==> src/rtl/divider_pkg.sv <==
// rtl/divider_pkg.sv - shared FSM state type, ALU function codes and result select for the divider
//
// Contents:
//   div_state_t    IDLE / CALC / FIX / DONE
//   ALU_DIV/DIVU/REM/REMU  5-bit execute-stage function codes handled by the divider
//   is_signed_op   DIV and REM treat operands as two's complement
//   sel_result     picks quotient or remainder for the requested function
package divider_pkg;

  typedef enum logic [1:0] {
    IDLE = 2'd0,
    CALC = 2'd1,
    FIX  = 2'd2,
    DONE = 2'd3
  } div_state_t;

  localparam logic [4:0] ALU_DIV  = 5'h0c;
  localparam logic [4:0] ALU_DIVU = 5'h0d;
  localparam logic [4:0] ALU_REM  = 5'h0e;
  localparam logic [4:0] ALU_REMU = 5'h0f;

  function automatic logic is_signed_op(input logic [4:0] func);
    return (func == ALU_DIV) || (func == ALU_REM);
  endfunction

  function automatic logic [31:0] sel_result(input logic [4:0]  func,
                                             input logic [31:0] quot,
                                             input logic [31:0] rem);
    logic [31:0] res;
    case (func)
      ALU_DIV, ALU_DIVU: res = quot;
      ALU_REM, ALU_REMU: res = rem;
      default:           res = quot;
    endcase
    return res;
  endfunction

endpackage

==> src/rtl/div_step.sv <==
// rtl/div_step.sv - one combinational restoring-division iteration
//
// Ports:
//   rem_in        in  33  partial remainder before this iteration
//   dividend_bit  in  1   next dividend bit shifted into the remainder
//   divisor       in  32  divisor magnitude
//   rem_out       out 33  partial remainder after trial subtract / restore
//   q_bit         out 1   quotient bit produced by this iteration
module div_step (
  input  logic [32:0] rem_in,
  input  logic        dividend_bit,
  input  logic [31:0] divisor,
  output logic [32:0] rem_out,
  output logic        q_bit
);

  logic [33:0] shifted;
  logic [33:0] diff;

  // The restored remainder is always below the divisor, so the extra top
  // bit only guards the trial subtraction against wrap-around.
  assign shifted = {rem_in, dividend_bit};
  assign diff    = shifted - {2'b00, divisor};
  assign q_bit   = ~diff[33];
  assign rem_out = q_bit ? diff[32:0] : shifted[32:0];

endmodule

==> src/rtl/divider.sv <==
// rtl/divider.sv - iterative radix-2 restoring 32-bit divider for DIV/DIVU/REM/REMU
//
// Ports:
//   clock           in  1   system clock, rising edge
//   reset_n         in  1   asynchronous active-low reset
//   start           in  1   launch a division (accepted in IDLE or DONE)
//   flush           in  1   abort any operation in flight; wins over start
//   opa             in  32  dividend, sampled on the start edge
//   opb             in  32  divisor, sampled on the start edge
//   ID_EX_alu_func  in  5   ALU_DIV / ALU_DIVU / ALU_REM / ALU_REMU
//   busy            out 1   high while in CALC or FIX
//   done            out 1   one-cycle pulse when div_res is valid
//   div_res         out 32  quotient or remainder, held until the next accepted start
module divider
  import divider_pkg::*;
(
  input  logic        clock,
  input  logic        reset_n,
  input  logic        start,
  input  logic        flush,
  input  logic [31:0] opa,
  input  logic [31:0] opb,
  input  logic [4:0]  ID_EX_alu_func,
  output logic        busy,
  output logic        done,
  output logic [31:0] div_res
);

  div_state_t  state;
  logic [4:0]  func_q;
  logic [31:0] dividend;     // shifts left each iteration; ends up holding the quotient
  logic [31:0] divisor_mag;
  logic [32:0] rem;
  logic [4:0]  cnt;
  logic        quot_neg;
  logic        rem_neg;

  logic        op_signed;
  logic        sa;
  logic        sb;
  logic        div_zero;
  logic        overflow;
  logic [31:0] a_mag;
  logic [31:0] b_mag;

  logic [32:0] step_rem;
  logic        step_q;

  always_comb begin
    op_signed = is_signed_op(ID_EX_alu_func);
    sa        = op_signed & opa[31];
    sb        = op_signed & opb[31];
    a_mag     = sa ? (~opa + 32'd1) : opa;
    b_mag     = sb ? (~opb + 32'd1) : opb;
    div_zero  = (opb == 32'h0);
    overflow  = op_signed && (opa == 32'h8000_0000) && (opb == 32'hFFFF_FFFF);
  end

  div_step u_step (
    .rem_in       (rem),
    .dividend_bit (dividend[31]),
    .divisor      (divisor_mag),
    .rem_out      (step_rem),
    .q_bit        (step_q)
  );

  always_ff @(posedge clock or negedge reset_n) begin
    if (!reset_n) begin
      state       <= IDLE;
      func_q      <= 5'h0;
      dividend    <= 32'h0;
      divisor_mag <= 32'h0;
      rem         <= 33'h0;
      cnt         <= 5'h0;
      quot_neg    <= 1'b0;
      rem_neg     <= 1'b0;
      busy        <= 1'b0;
      done        <= 1'b0;
      div_res     <= 32'h0;
    end else if (flush) begin
      state <= IDLE;
      cnt   <= 5'h0;
      busy  <= 1'b0;
      done  <= 1'b0;
    end else begin
      case (state)
        IDLE, DONE: begin
          done  <= 1'b0;
          state <= IDLE;
          if (start) begin
            func_q <= ID_EX_alu_func;
            if (div_zero) begin
              div_res <= sel_result(ID_EX_alu_func, 32'hFFFF_FFFF, opa);
              state   <= DONE;
              done    <= 1'b1;
            end else if (overflow) begin
              div_res <= sel_result(ID_EX_alu_func, 32'h8000_0000, 32'h0);
              state   <= DONE;
              done    <= 1'b1;
            end else begin
              dividend    <= a_mag;
              divisor_mag <= b_mag;
              quot_neg    <= sa ^ sb;
              rem_neg     <= sa;
              rem         <= 33'h0;
              cnt         <= 5'h0;
              state       <= CALC;
              busy        <= 1'b1;
            end
          end
        end

        CALC: begin
          rem      <= step_rem;
          dividend <= {dividend[30:0], step_q};
          cnt      <= cnt + 5'd1;
          if (cnt == 5'd31) begin
            state <= FIX;
          end
        end

        FIX: begin
          div_res <= sel_result(func_q,
                                quot_neg ? (~dividend + 32'd1) : dividend,
                                rem_neg ? (~rem[31:0] + 32'd1) : rem[31:0]);
          state   <= DONE;
          busy    <= 1'b0;
          done    <= 1'b1;
        end

        default: begin
          state <= IDLE;
          busy  <= 1'b0;
          done  <= 1'b0;
        end
      endcase
    end
  end

endmodule

==> config.mk <==
export PLATFORM = sky130hd
export DESIGN_NAME = divider
export DESIGN_NICKNAME = d
export VERILOG_FILES = /design/src/rtl/divider_pkg.sv /design/src/rtl/div_step.sv /design/src/rtl/divider.sv
export SDC_FILE = /design/constraint.sdc
export NUM_CORES = 1
export LEC_CHECK = 0
export CAP_MARGIN = 0
export CELL_PAD_IN_SITES_DETAIL_PLACEMENT = 0
export CELL_PAD_IN_SITES_GLOBAL_PLACEMENT = 1
export CORE_ASPECT_RATIO = 1.4
export CORE_MARGIN = 5
export CORE_UTILIZATION = 47
export DETAILED_ROUTE_END_ITERATION = 8
export GPL_ROUTABILITY_DRIVEN = 0
export PLACE_DENSITY_LB_ADDON = 0.1
export SYNTH_ARGS = -nofsm -noshare
export SYNTH_HDL_FRONTEND = slang
export SYNTH_SLANG_ARGS = --single-unit
==> constraint.sdc <==
create_clock -name clock -period 6.5 [get_ports clock]
set_input_delay 1.625 -clock clock [delete_from_list [all_inputs] [get_ports clock]]
set_output_delay 1.625 -clock clock [all_outputs]
set_load 0.02 [all_outputs]
; Word level (Yosys, flattened, before mapping)
; Index checks and enable logic that the tools add are counted.
[word_totals]
reg_bits = 145
inputBits = 73
output_inout_bits = 34
wordCells = 106
[classes]
add_sub_neg = 6
n_eq_ne = 19
muxes = 41
n_bitwise = 11
reduce_logical = 18
[ops]
columns = cell, n
row1 = 32-bit 2-to-1 mux, 13
row2 = 33-bit 2-to-1 mux, 4
row3 = 32-bit by 1-bit adder with 32-bit output (second input constant), 4
row4 = 32-bit NOT, 4
row5 = 32-bit case mux with 2 select lines, 2
row6 = 33-bit case mux with 2 select lines, 1
row7 = 32-bit == test (second input constant), 2
row8 = 34-bit by 32-bit subtractor with 34-bit output, 1
row9 = 32-bit logical NOT, 1
row10 = 5-bit by 4-bit == test with 1-bit output (second input constant), 5
row11 = 5-bit 2-to-1 mux, 4
row12 = 3-bit != test (second input constant), 5
row13 = 4-bit AND reduction, 3
row14 = 2-bit 2-to-1 mux, 5
row15 = 5-bit case mux with 2 select lines, 1
row16 = 5-bit AND reduction, 2
row17 = 1-bit 2-to-1 mux, 8
row18 = 2-bit != test (second input constant), 3
row19 = 2-bit case mux with 3 select lines, 1
row20 = 3-bit nonzero test, 2
row21 = 2-bit OR reduction, 3
row22 = 5-bit by 1-bit adder with 5-bit output (second input constant), 1
row23 = 5-bit == test (second input constant), 1
row24 = 2-bit == test (second input constant), 2
row25 = 10 further kinds, 17

; Logic depth before layout (Yosys ltp)
; Gate-level depths: netlist of run 1.
[logic_depth]
ltp_word = 9
mapped_depth = 13
ltp_nobuf = 13

; By module
; A second synthesis of run 1 with hierarchy kept.
[unflattened]
cells_unflattened = 1361
hier_area_um2 = 11547.3
[modules_own_cells]
columns = mod, instances, cells_per_inst, area_per_inst_um2, seq_area_each_um2
row1 = divider, 1, 1033, 9376.5, 3603.5
row2 = div_step, 1, 328, 2170.8, 0.0

; Least setup slack after synthesis of run 1
; No wires, ideal clock.
[synth_path]
kind = input-to-reg
from = in opb[0]
to = reg div_res[16]
setup_ns = 0.128
t_arrival_ns = 4.025
t_required_ns = 6.372
path_slack_ns = 2.347
path_stages = 11
cell_sequence = inv_1 -> ha_1 -> or3b_2 -> and4bb_2 -> nand4_1 -> o31ai_4 -> a21oi_1 -> or3_1 -> buf_2 -> buf_6 -> mux2_1
[synth_via]
elab_chain_len = 4
word_cells_on_any_way = 8
cone_classes = eq/ne (2) / mux (3) / reduce/logical (3)
[synth_lines]
columns = item, line
row1 = "start, declared", divider.sv:22  ; input logic [31:0] opb,
row2 = 32-bit == test or 32-bit logical NOT (tied branches), "divider.sv:56, divider.sv:55"
row3 = 1-bit logical AND or 32-bit 2-to-1 mux (tied branches), "divider.sv:56, divider.sv:92"
row4 = 3-bit != test (no line) or 32-bit 2-to-1 mux (tied branches), --
row5 = 4-bit AND reduction (no line) or 32-bit case mux with 2 select lines (tied branches), --
row6 = "end signal, assigned", divider.sv:93  ; div_res <= sel_result(ID_EX_alu_func, 32'hFFFF_FFFF, opa);
row7 = "end signal, assigned", divider.sv:97  ; div_res <= sel_result(ID_EX_alu_func, 32'h8000_0000, 32'h0);
row8 = "end signal, assigned", divider.sv:123  ; div_res <= sel_result(func_q,
row9 = "end, declared", divider.sv:26  ; output logic [31:0] div_res
; Several ways; a longest one is shown, not always the timed one. The select of a mux whose other input is x is not followed.
; A chain may end at the register's enable or synchronous reset.

; Final worst setup path of run 1
; Ends and elaborated chain as after synthesis.

==> metrics, run 1 <==
first-pass GRT wire length 51.9 mm; CTS H-tree lvls 4; Final TNS setup 0 ns; largest net degree at the start of global routing 93; Setup CP Type in -> reg; WL/cell 17.4 um; Worst-path clk slew 0.06 ns; Rel. slew slack 0.339; site row count 67; max-slew violations 0; initial antenna violation count 0; CTS tree built; RSZ-0062 raised after global routing no; WHS Endpoint div_res[30]$_DFFE_PN0P_; layout cells sized above 1 0.0523; Total GRT Usage 0.234; number of buffers inserted by post-CTS setup repair 0; Root Driver clkbuf_16; Avg Cell Area, Syn 7.96 um2; Resized Gates After CTS 0; core footprint 0.0238 mm2; PortBufs 106; smallest hold slack 0.467 ns; r2r setup slk 2.61 ns; Peak VDD IR 183 uV; CP Capture Type register; Die ar. 0.0272 mm2; measured slew at the worst slew-check pin 0.992 ns; crit path DAT 5.27 ns; Register-to-Register Path Depth 13; WHS Path Cells 2; worst r2r src dividend[31]$_DFFE_PN0P_; via total after detailed routing 10200; asr flop ratio synth 1.00; top-count cell post-synth nand2_1; Final Util 0.554; EDFF count, synth 0; Die Wd 141 um; post-DP HPWL 23.7 mm; nets 1594; Top FF cell, synth dfrtp_1; share of the synthesized area in the top cell type 0.320; clock sink count 144; period utilization 0.762; Worst EP required 6.82 ns; RR Endpoint rem[30]$_DFFE_PN0P_; final hold vios 0; drt total wl 31.4 mm; clk_skew 0.00673 ns; yosys warns 0; Overall Power 4.76 mW; Tmin final 4.95 ns; total global routing overflow 0; Synth Instances 1415; Unique masters post-synth 77; Min-Delay Path Class reg -> reg; max_cap viols 0; Hold Crit Start div_res[30]$_DFFE_PN0P_; Post-Syn Area 0.0113 mm2; residual DRC count 0; IO Pins 107; Num CTS Buffers 17; ANT cells 0; outcome finished clean; Seq/Total Area, Yosys 0.320; top cells by area, synth dfrtp_1 32%, xor2_1 6.6%, nand2_1 6.5%, a21oi_1 5.2%, xnor2_1 5.0%; Synth top cells by count 194 x nand2_1, 144 x dfrtp_1, 119 x nor2_1, 116 x a21oi_1, 111 x o21ai_0; max frequency 202 MHz; Starting Density 0.473; clk_lat worst skew 0.44 ns; drt first pass iters 5; cell area after layout 0.0132 mm2; Power Density 361 mW/mm2; crit path launch type primary input; clk buf depth 2; hold buffer count at CTS 0; First DRT Iteration DRCs 695; Post-DP Area 0.0125 mm2; area delta synth->final 17.0%; number of global-route vias before repair 9920; Leakage 5.50 nW; Setup violations, final 0; CP Max Fanout 53; Vias/cell 5.64; Die Y-Extent 193 um; largest area contributor in the netlist dfrtp_1; Antenna Nets Post-Route 0; syn_nets 1530; Seq cells post-synth 144
==> routing by layer <==
| metal | vias to the layer above | wire length (um) | GRT usage |
|---|---|---|---|
| li1 | 5175 | - | - |
| met1 | 4724 | 13600 | 0.294 |
| met2 | 226 | 15700 | 0.412 |
| met3 | 46 | 1210 | 0.0336 |
| met4 | 0 | 852 | 0.0725 |
| met5 | - | 0 | 0 |
==> how the worst max path moves through the flow <==
| stage | endpoint | startpoint | cells past startpoint | slack (ns) |
|---|---|---|---|---|
| 6_report | div_res[16]$_DFFE_PN0P_ | opb[0] | 11 | 1.55 |
| 4_1_cts | div_res[16]$_DFFE_PN0P_ | opb[0] | 11 | 1.57 |
| 3_5_place_dp | div_res[19]$_DFFE_PN0P_ | opb[0] | 11 | 1.10 |
| 2_1_floorplan | div_res[16]$_DFFE_PN0P_ | opb[0] | 11 | 2.35 |
| 5_1_grt | div_res[15]$_DFFE_PN0P_ | opb[0] | 11 | 1.38 |
| 3_3_place_gp | div_res[15]$_DFFE_PN0P_ | opb[0] | 11 | 1.17 |
==> stage by stage <==
step / setup slack (ns) / instances
detailed placement: 1.10 / 1770
finish: 1.55 / 1802
global route: 1.38 / 1802
floorplan: 2.35 / 1415
global placement: 1.17 / 1770
CTS: 1.57 / 1802
==> flip-flops by register name (all words and copies together) (netlist names), 2 cells and up <==
name	flops
divisor_mag	32
cnt	5
div_res	32
rem	33
dividend	32
func_q	4
state	2
==> layout make-up <==
type / count / area, um2
fill: 2318 / 10600
multi-input combinational: 1138 / 7140
sequential: 144 / 3600
timing repair buffer: 122 / 1180
clock buffer: 21 / 480
tap: 310 / 388
inverter: 56 / 210
clock inverter: 11 / 183
==> cell usage in the layout (no fill, tap or decap), drive strengths merged, types with 10 or more instances in the layout <==
master,count
xnor2,64
o41ai,20
nand2,194
clkdlybuf4s50,105
a221o,12
a21oi,117
nor4,12
nand3,13
xor2,86
ha,41
nor2,119
o31ai,31
a31oi,10
or3,18
mux2i,28
or4,20
clkbuf,21
buf,17
inv,56
nand4,15
nand2b,10
nor3,32
dfrtp,144
nor2b,10
o211ai,13
o21ai,164
==> power by group <==
group          switching [mW]  internal, mW  total (mW)
Clock                   0.385         0.718        1.10
Sequential              0.293          1.19        1.49
Combinational            1.30         0.867        2.17
Total                    1.98          2.78        4.76
==> critical path, cell delays in order <==
cell and delay, ns:
clkdlybuf4s50_1 0.44, inv_1 0.09, ha_1 0.16, or3b_2 0.49
and4bb_2 0.39, nand4_1 0.49, o31ai_4 0.24, a21oi_1 0.14
or3_2 0.47, buf_4 0.32, mux2_1 0.37
==> cells by family after synthesis <==
logic type,share of synthesized area
AND/OR/NAND/NOR,0.199
AO/OA/AOI/OAI,0.236
XOR/XNOR,0.117
flip-flops,0.320
buffers and inverters,0.0471
adder cells (fa/ha/maj),0.0473
multiplexers,0.0339
(Power assumes the default switching activity.)
==> inputs of run 2 (changes only) <==
- CORE_UTILIZATION: 47 -> 40
- clock period: 6.5 -> 4.4 ns (I/O delays scaled with it)
==> run 2 against run 1 <==
Total power grew 45%. Clock skew grew 0.0027 ns. Sequential cell count is the same. Non-clock buffer count grew 46. Combinational power grew 51%. Highest routed layer unchanged. Via count grew 2.1%. Critical endpoint is now rem[32]$_DFFE_PN0P_. Register-to-register slack lost 1.9 ns. First-iteration DRC count shrank 21%. Setup slack lost 1.1 ns. Clock power grew 25%.
==> metrics, run 2 (same netlist as run 1, synthesis figures left out) <==
outcome finished clean; WHS Path Cells 2; Post-DP Area 0.0130 mm2; number of fill cells 2820; RSZ-0062 raised after global routing no; first-pass GRT wire length 55.5 mm; Rel. slew slack 0.226; hold buffer count at CTS 0; Worst-path clk slew 0.06 ns; crit path DAT 4.37 ns; Die Y-Extent 209 um; crit path launch type primary input; First DRT Iteration DRCs 551; max frequency 250 MHz; drt first pass iters 5; PortBufs 106; RR Endpoint rem[30]$_DFFE_PN0P_; WL/cell 17.7 um; Resized Gates After CTS 0; CP Capture Type register; max_cap viols 0; Root Driver clkbuf_16; worst r2r src dividend[31]$_DFFE_PN0P_; Hold Crit Start divisor_mag[16]$_DFFE_PN0P_; final hold vios 0; Die Wd 152 um; number of global-route vias before repair 10300; ANT cells 0; total global routing overflow 0; initial antenna violation count 0; Setup CP Type in -> reg; Overall Power 6.89 mW; Vias/cell 5.45; max-slew violations 0; clk buf depth 2; measured slew at the worst slew-check pin 1.16 ns; Cells after DPL 1876; r2r setup slk 0.66 ns; period utilization 0.909; core footprint 0.0277 mm2; nets 1640; cell area after layout 0.0135 mm2; CTS tree built; largest net degree at the start of global routing 93; Post-Layout Cell Count 1906; drt total wl 33.7 mm; clk_lat worst skew 0.43 ns; Register-to-Register Path Depth 13; Leakage 5.69 nW; Power Density 509 mW/mm2; Total GRT Usage 0.213; Die ar. 0.0317 mm2; Final WS setup 0.400 ns; WHS Endpoint divisor_mag[16]$_DFFE_PN0P_; most frequent cells in the layout 194 x nand2_1, 144 x dfrtp_1, 119 x nor2_1; Peak VDD IR 226 uV; DP Worst Slack 0.0355 ns; residual DRC count 0; IO Pins 107; Tmin final 4.00 ns; CTS H-tree lvls 4; post-DP HPWL 25.8 mm; Antenna Nets Post-Route 0; most common cell after layout, fill and taps aside nand2_1; Final Util 0.488; clock sink count 144; Starting Density 0.406; layout cells sized above 1 0.0781; area delta synth->final 20.2%; via total after detailed routing 10400; number of buffers inserted by post-CTS setup repair 0; clk_skew 0.00942 ns; Num CTS Buffers 17; Setup violations, final 0; Biggest register rem; Largest register FFs 33; Worst EP required 4.77 ns; site row count 72; CP Max Fanout 8; smallest hold slack 0.477 ns; Final TNS setup 0 ns; Min-Delay Path Class reg -> reg
==> run 2: area by class of cell <==
class / instances / area, um2 / share of cell area
Clock buffer: 23 / 488 / 0.0360
Clock inverter: 7 / 60.1 / 0.00444
Timing Repair Buffer: 168 / 1580 / 0.117
Sequential cell: 144 / 3600 / 0.266
Multi-Input combinational cell: 1138 / 7140 / 0.527
Inverter: 56 / 210 / 0.0155
Tap cell: 370 / 463 / 0.0342
==> run 2: where the power goes <==
group	leakage, nW	switching, mW	total, mW	internal, mW
Clock	0.278	0.559	1.38	0.825
Sequential	1.88	0.460	2.22	1.76
Combinational	3.54	1.95	3.28	1.33
Total	5.69	2.97	6.89	3.92
==> run 2: layer usage <==
layer | global-route usage | share of wire
met5 | 0 | 0
met4 | 0.0775 | 0.030
met3 | 0.0310 | 0.034
met2 | 0.368 | 0.50
met1 | 0.271 | 0.44
==> run 2: worst max-delay path, cell delays in order <==
cell and delay, ns:
clkdlybuf4s50_1 0.50, inv_1 0.07, ha_1 0.19, or3b_2 0.20, and4bb_2 0.27, nand4_1 0.23, o31ai_4 0.14, o21ai_1 0.16
nor3b_1 0.94, nand2b_1 0.11, o41ai_1 0.30, a221o_1 0.16
==> run 2: worst max-delay path by stage <==
| stage | slack, ns | endpoint | start |
|---|---|---|---|
| global placement | 0.1 | div_res[16]$_DFFE_PN0P_ | opb[1] |
| detailed placement | 0.04 | div_res[16]$_DFFE_PN0P_ | opb[1] |
| finish | 0.40 | rem[32]$_DFFE_PN0P_ | opb[1] |
| CTS | 0.48 | rem[32]$_DFFE_PN0P_ | opb[1] |
| global route | 0.19 | rem[32]$_DFFE_PN0P_ | opb[1] |
| floorplan | 0.77 | div_res[16]$_DFFE_PN0P_ | opb[0] |
==> inputs of run 3 (changes only) <==
- GPL_TIMING_DRIVEN: unset -> 0
==> run 3 against run 2 <==
Cell count is 1.2% higher. Design area is 0.54% lower. First-iteration DRC count is 20% higher. Worst hold slack hardly changed. Sequential share of layout area is 0.15 points higher. Fmax is 5.4% lower. Combinational power is 5% higher. Utilization is 0.27 points lower. Register-to-register slack worse by 0.07 ns. Setup slack worse by 0.23 ns. Sequential power is 2% lower. Clock power is 5% higher. Highest routed layer unchanged.
==> metrics, run 3 (same netlist as run 1, synthesis figures left out) <==
outcome finished clean; site row count 72; final hold vios 0; Worst-path clk slew 0.06 ns; Die Wd 152 um; Power Density 525 mW/mm2; CTS tree built; Post-DP Area 0.0128 mm2; clk_skew 0.00688 ns; core footprint 0.0277 mm2; post-DP HPWL 29.8 mm; largest net degree at the start of global routing 85; ANT cells 0; WL/cell 19.3 um; IO Pins 107; met2 Usage GRT 0.436; hold buffer count at CTS 0; WHS Path Cells 2; period utilization 0.961; CTS H-tree lvls 4; RSZ-0062 raised after global routing no; Worst EP required 4.72 ns; Num CTS Buffers 17; Biggest register rem; PortBufs 106; met1 usage 0.264; Peak VDD IR 204 uV; drt first pass iters 5; Leakage 5.57 nW; Final Util 0.485; max_cap viols 0; met3 usage 0.0281; Rel. slew slack 0.428; layout cells sized above 1 0.0539; total global routing overflow 0; Antenna Nets Post-Route 0; max frequency 237 MHz; Vias/cell 5.52; first-pass GRT wire length 58.8 mm; initial antenna violation count 0; residual DRC count 0; number of fill cells 2813; Root Driver clkbuf_16; Starting Density 0.406; drt total wl 37.3 mm; Setup CP Type in -> reg; measured slew at the worst slew-check pin 0.859 ns; clk_lat worst skew 0.44 ns; number of global-route vias before repair 10600; Register-to-Register Path Depth 10; nets 1661; clk buf depth 2; max-slew violations 0; crit path DAT 4.54 ns; CP Max Fanout 10; CP Capture Type register; Tmin final 4.23 ns; GRT busiest layer met2; Final TNS setup 0 ns; most common cell after layout, fill and taps aside nand2_1; via total after detailed routing 10600; First DRT Iteration DRCs 663; Min-Delay Path Class reg -> reg; Total GRT Usage 0.232; clock sink count 144; Die ar. 0.0317 mm2; area delta synth->final 19.5%; most frequent cells in the layout 194 x nand2_1, 144 x dfrtp_1, 119 x nor2_1; Setup violations, final 0; crit path launch type primary input; Largest register FFs 33; cell area after layout 0.0135 mm2; Die Y-Extent 209 um
run 3: worst paths after layout:
| kind | from | endpoint | slack, ns |
|---|---|---|---|
| worst min register to register | divisor_mag[26]$_DFFE_PN0P_ | divisor_mag[26]$_DFFE_PN0P_ | 0.48 |
| worst min-delay path | divisor_mag[26]$_DFFE_PN0P_ | divisor_mag[26]$_DFFE_PN0P_ | 0.48 |
| worst max register to register | rem[16]$_DFFE_PN0P_ | rem[6]$_DFFE_PN0P_ | 0.59 |
| max in group asynchronous | reset_n | rem[24]$_DFFE_PN0P_ | 2.93 |
| worst max-delay path | ID_EX_alu_func[2] | rem[30]$_DFFE_PN0P_ | 0.17 |
| min in group asynchronous | reset_n | dividend[3]$_DFFE_PN0P_ | 0.63 |
run 3: timing repair:
action / CTS / global route
setup endpoints to repair: 121 / 38
pin swaps: 0 / 2
setup buffers: 5 / 2
gates resized for setup: 1 / 8
run 3: worst max-delay path, cell delays in order:
cell,delay (ns)
clkdlybuf4s50_1,0.52
and4bb_2,0.45
and2_1,0.44
nand3_1,0.35
o31ai_4,0.39
o21ai_1,0.20
inv_1,0.11
or3_1,0.16
clkbuf_4,0.24
nor2_1,0.15
a221o_1,0.41
run 3: through the flow:
stage / cells / hold slack, ns / setup slack [ns] / power [mW]
global placement: 1891 / 0.457 / -3.80 / 5.59
CTS: 1927 / 0.484 / 0.0976 / 7.11
floorplan: 1415 / 0.450 / 0.772 / 4.42
detailed placement: 1892 / 0.465 / -0.973 / 5.63
global route: 1929 / 0.499 / 0.0265 / 7.61
finish: 1929 / 0.476 / 0.173 / 7.08
run 3: power breakdown:
group	total, mW	switching (mW)	internal (mW)	leakage [nW]
logic	3.44	2.12	1.32	3.40
registers	2.18	0.418	1.76	1.88
clock network	1.45	0.579	0.875	0.290
run 3: layout make-up:
type / count / area (um2) / share of cell area
multi-input combinational: 1138 / 7150 / 0.531
sequential: 144 / 3600 / 0.268
timing repair buffer: 114 / 1140 / 0.0848
clock buffer: 22 / 474 / 0.0352
tap: 370 / 463 / 0.0344
buffer: 75 / 319 / 0.0237
inverter: 56 / 210 / 0.0156
clock inverter: 10 / 110 / 0.00818
run 3: per-layer routing:
layer / up-vias / part of all wire
li1: 5321 / -
met1: 4971 / 0.40
met2: 273 / 0.53
met3: 79 / 0.034
met4: 0 / 0.034
met5: - / 0
